==> config.mk <==
export PLATFORM = sky130hd
export DESIGN_NAME = mem_sort_engine
export DESIGN_NICKNAME = d
export VERILOG_FILES = /design/src/rtl/mem_sort_engine.sv
export SDC_FILE = /design/constraint.sdc
export NUM_CORES = 1
export LEC_CHECK = 0
export ABC_AREA = 1
export CAP_MARGIN = 20
export CORE_UTILIZATION = 40
export CTS_CLUSTER_SIZE = 14
export DETAILED_ROUTE_END_ITERATION = 10
export PLACE_DENSITY = 0.61
export SLEW_MARGIN = 10
export SYNTH_ARGS = -nofsm -noshare
export SYNTH_HDL_FRONTEND = slang
export SYNTH_SLANG_ARGS = --single-unit
==> constraint.sdc <==
create_clock -name clk -period 4.6 [get_ports clk]
set_clock_uncertainty 0.05 [all_clocks]
set_input_delay 0.92 -clock clk [delete_from_list [all_inputs] [get_ports clk]]
set_output_delay 0.92 -clock clk [all_outputs]
set_load 0.03 [all_outputs]
==> src/rtl/mem_sort_engine.sv <==
// mem_sort_engine: in-place bubble sort over a register-array memory with a load port,
// a registered readback port and a busy/done handshake.
module mem_sort_engine #(
    parameter int DATA_W = 4,
    parameter int ADDR_W = 5,
    parameter int CNT_W  = ADDR_W + 1
) (
    input  logic              clk,
    input  logic              rst,
    input  logic              wr_en,
    input  logic [ADDR_W-1:0] wr_addr,
    input  logic [DATA_W-1:0] wr_data,
    input  logic              start,
    input  logic [CNT_W-1:0]  cnt,
    input  logic              descend,
    output logic              busy,
    output logic              flag,
    input  logic [ADDR_W-1:0] rd_addr,
    output logic [DATA_W-1:0] rd_data
);
    localparam int DEPTH = 2 ** ADDR_W;
    localparam logic [1:0] IDLE = 2'd0, SCAN = 2'd1, DONE = 2'd2;

    logic [1:0]        state_q, state_d;
    logic [ADDR_W-1:0] i_q, i_d, l_q, l_d, i_nx;
    logic              s_q, s_d, desc_q, desc_d;
    logic [DATA_W-1:0] mem_q [DEPTH];
    logic [DATA_W-1:0] rd_data_q, a, b;
    logic [ADDR_W:0]   n;
    logic              scan, swap, last;

    always_comb begin
        scan    = state_q == SCAN;
        i_nx    = i_q + ADDR_W'(1);
        a       = mem_q[i_q];
        b       = mem_q[i_nx];
        swap    = scan && l_q != '0 && (desc_q ? a < b : a > b);
        last    = i_nx == l_q;
        n       = (32'(cnt) > DEPTH) ? (ADDR_W+1)'(DEPTH) : (ADDR_W+1)'(cnt);
        state_d = state_q;
        i_d     = i_q;
        l_d     = l_q;
        s_d     = s_q;
        desc_d  = desc_q;
        if (!scan && start) begin
            // A limit of zero marks a trivial sort: one busy cycle, then done.
            state_d = SCAN;
            desc_d  = descend;
            i_d     = '0;
            s_d     = 1'b0;
            l_d     = (n < (ADDR_W+1)'(2)) ? '0 : ADDR_W'(n - (ADDR_W+1)'(1));
        end else if (scan) begin
            if (l_q == '0) begin
                state_d = DONE;
            end else if (last) begin
                if (!(s_q || swap) || l_q == ADDR_W'(1)) begin
                    state_d = DONE;
                end else begin
                    l_d = l_q - ADDR_W'(1);
                    i_d = '0;
                    s_d = 1'b0;
                end
            end else begin
                i_d = i_nx;
                s_d = s_q | swap;
            end
        end
    end

    always_ff @(posedge clk or posedge rst) begin
        if (rst) begin
            state_q <= IDLE;
            i_q     <= '0;
            l_q     <= '0;
            s_q     <= 1'b0;
            desc_q  <= 1'b0;
        end else begin
            state_q <= state_d;
            i_q     <= i_d;
            l_q     <= l_d;
            s_q     <= s_d;
            desc_q  <= desc_d;
        end
    end

    always_ff @(posedge clk or posedge rst) begin
        if (rst) begin
            for (int k = 0; k < DEPTH; k++) mem_q[k] <= '0;
            rd_data_q <= '0;
        end else begin
            rd_data_q <= mem_q[rd_addr];
            if (wr_en && !scan) mem_q[wr_addr] <= wr_data;
            if (swap) begin
                mem_q[i_q]  <= b;
                mem_q[i_nx] <= a;
            end
        end
    end

    assign busy    = scan;
    assign flag    = state_q == DONE;
    assign rd_data = rd_data_q;
endmodule

==> impl_metrics.py <==
metrics = {
    "placed_design": {
        "io_buffer_count": 30,
        "hpwl_um": 41800,
        "dp_cells": 2887,
        "routabilityCongestion": 0.979,
        "place_area_mm2": 0.0150,
    },
    "sta": {
        "worstMarginPinSlew_ps": 1090,
        "fin_tns_setup_ps": 0,
        "max_freq_mhz": 237,
        "hold_viol_final": 0,
        "drv_slew": 0,
        "fin_crit_ps": 4220,
        "period_share_pct": 91.8,
        "fin_hold_ws_ps": 452,
        "slew_headroom_pct": 27.3,
        "rsz0062_at_grt": "no",
        "setup_violations": 0,
    },
    "setup_path": {
        "critPathRequiredTime_ps": 4880,
        "r2r_cells": 20,
        "cp-start-kind": "register",
        "end_kind": "register",
        "criticalPathCategory": "register to register",
        "crit_fanout": 74,
        "arrival_ps": 4500,
    },
    "cts": {
        "ctsHoldBuffers": 0,
        "cts.sinks": 146,
        "cts_inserted_buffers": 17,
        "cts_tree": "built",
        "clk_pin_slew_worst_paths_ps": 60,
        "cts_buffer_depth": 2,
        "cts_resized": 0,
        "clock-root-buffer": "clkbuf_16",
        "cts_setup_buffers": 0,
        "clock_latency_ps": 450,
        "htree_levels": 4,
    },
    "layout": {
        "stdcell_area_mm2": 0.0156,
        "syn2layout_area_growth_pct": 9.65,
        "layoutNonFillerInstCount": 2918,
        "final_util_pct": 44.9,
        "layout.nets": 2487,
        "drive_gt1_share_pct": 5.97,
    },
    "routing": {
        "num_vias": 16900,
        "ant_nets": 0,
        "vias_per_cell": 5.79,
        "drtPass1Iterations": 8,
        "drc": 0,
        "drt_iter0_markers": 2225,
        "post_drt_wl_per_cell_um": 21.3,
        "routed_wl_um": 62100,
    },
    "grt": {
        "grt_max_degree": 181,
        "grt_overflow": 0,
        "grt_use_total_pct": 34.7,
        "grt_pass1_vias": 15500,
        "antenna_found_initial": 0,
        "grt_pass1_wl_um": 94300,
    },
    "power": {
        "p_per_area_mw_per_mm2": 713,
        "ir_drop_mv": 0.680,
        "p_clk_share_pct": 14.0,
        "p_leak_nw": 7.92,
        "pwr-share-seq_pct": 20.9,
        "swShare_pct": 57.2,
        "p_int_mw": 4.77,
        "pwr-share-comb_pct": 65.1,
        "switching_power_mw": 6.36,
    },
    "logic_synthesis": {
        "syn_avg_cell_area_um2": 5.75,
        "synth_top_flop_cell": "dfrtp_1",
        "synth_edf_count": 0,
        "synth_fp_nets": 2514,
        "async_flop_share_pct": 100,
        "yosysWarnings": 0,
        "synth_seq_area_share_pct": 25.7,
        "synth-seq-cells": 146,
        "syn_area_mm2": 0.0142,
        "syn-instance-count": 2478,
        "synth.distinct_cells": 42,
    },
    "outcome": {
        "status": "complete, no violations",
    },
    "floorplanning": {
        "num_rows": 68,
        "num_io_pins": 31,
        "die_height_um": 191,
        "die_area_mm2": 0.0364,
        "start_util_pct": 40.9,
        "core_area_mm2": 0.0348,
        "die_x_um": 191,
    },
    "worst_hold_path": {
        "min_path_type": "register to register",
        "hold_depth": 2,
    },
    "job": {
        "cap_violations": 0,
    },
}
==> placed cells by master, fill, tap and decap left out, drive strengths merged <==
cell type	Yosys	final
a21boi	8	8
clkdlybuf4s50	0	29
a31oi	2	2
a21oi	185	185
o21ai	267	267
a211oi	2	2
clkinvlp	0	4
nor2	194	194
or2	2	2
xnor2	2	2
o221ai	1	1
clkinv	1	2
mux2i	1	1
xor2	3	3
o22ai	4	4
o31ai	1	1
dfrtp	146	146
nor3	7	7
and2	6	6
nand3	155	155
bufinv	0	4
ha	11	11
buf	70	58
o21a	5	5
clkbuf	63	22
o211ai	138	138
nand4	8	8
nand3b	1	1
inv	324	323
nand2	871	871
diode	0	1
==> layout make-up <==
| type | count | area [um^2] |
|---|---|---|
| Clock inverter | 8 | 151 |
| Inverter | 325 | 1220 |
| Antenna cell | 1 | 2.50 |
| Fill cell | 3679 | 19200 |
| Multi-Input combinational cell | 1874 | 8750 |
| Sequential cell | 146 | 3660 |
| Clock buffer | 22 | 484 |
| Tap cell | 455 | 569 |
| Timing Repair Buffer | 87 | 773 |
==> cell families after synthesis <==
| kind of cell | share of synthesized area [%] |
|---|---|
| flops | 25.7 |
| xor+xnor | 0.308 |
| buf+inv | 12.9 |
| compound gates | 24.4 |
| mux | 0.0703 |
| simple gates | 35.6 |
| fa+ha+maj | 0.967 |
==> power groups by stage <==
stage	clock network, mW	registers [mW]	logic [mW]
after floorplan	0	2.10	4.70
after global placement	0	2.31	6.89
after detailed placement	0	2.31	6.97
after CTS	1.58	2.30	6.99
after global routing	1.64	2.37	7.82
final	1.56	2.33	7.24
==> worst paths after layout <==
path	startpoint	to	slack, ps
hold reg to reg	s_q	s_q	450
setup / recovery	i_q[0]	mem_q[44]	380
min in group asynchronous	rst	mem_q[122]	980
hold / removal	s_q	s_q	450
max in group asynchronous	rst	mem_q[1]	2650
setup reg to reg	i_q[0]	mem_q[44]	380
==> cells in the mapped netlist, types with 2 or more instances <==
cell        n  area [um^2]
nor2_1    174          653
dfrtp_1   146         3650
and2_1      6         37.5
inv_1     309         1160
o21ai_1    18         90.1
a211oi_1    2         15.0
nand2_1   861         3230
o211ai_1  138         1040
nor2_4      3         33.8
nor2_8      2         40.0
nor3_1      5         25.0
o22ai_1     4         25.0
clkbuf_1   63          236
nor3_2      2         20.0
a21oi_1   181          906
nand2_2     8         50.1
o21a_1      5         37.5
a31oi_1     2         12.5
a21oi_2     4         35.0
nor2_2     15         93.8
xnor2_1     2         17.5
ha_1       11          138
o21ai_0   249         1250
or2_2       2         12.5
xor2_1      3         26.3
buf_2      57          285
buf_4      11         82.6
nand3_1   154          771
a21boi_1    8         60.1
nand4_1     7         43.8
inv_2      15         56.3
==> worst max-delay path, stage by stage, from the launching register on <==
cell and delay [ps]:
dfrtp_4 460, inv_2 50, ha_1 290, buf_4 470, o21ai_0 170, o21ai_0 380
nand3_1 120, nand2_1 110, nor2_2 50, nand2_1 70, inv_1 50, ha_1 310
a21oi_1 160, nand2_1 90, a21oi_1 180, nand2_2 110, inv_2 90, buf_12 250
o21ai_0 290, o211ai_1 150, nand2_1 80
==> metal layers <==
| layer | GRT usage, % | up-vias | part of all wire, % |
|---|---|---|---|
| met2 | 53.1 | 981 | 43 |
| met5 | 0 | - | 0 |
| li1 | - | 7930 | - |
| met4 | 15.5 | 0 | 4.8 |
| met3 | 7.86 | 186 | 11 |
| met1 | 46.2 | 7795 | 41 |
==> flip-flops by register name (all words and copies together) (netlist names) <==
signal,count
i_q,5
state_q,2
mem_q,128
rd_data,4
s_q,1
l_q,5
desc_q,1
==> metrics by stage <==
stage               power (mW)  setup slack [ps]
detailed placement        9.28               546
global placement          9.20               598
finish                    11.1               377
global route              11.8              36.5
floorplan                 6.80               828
CTS                       10.9               527
Note: power is estimated with default switching activity, not from simulation.
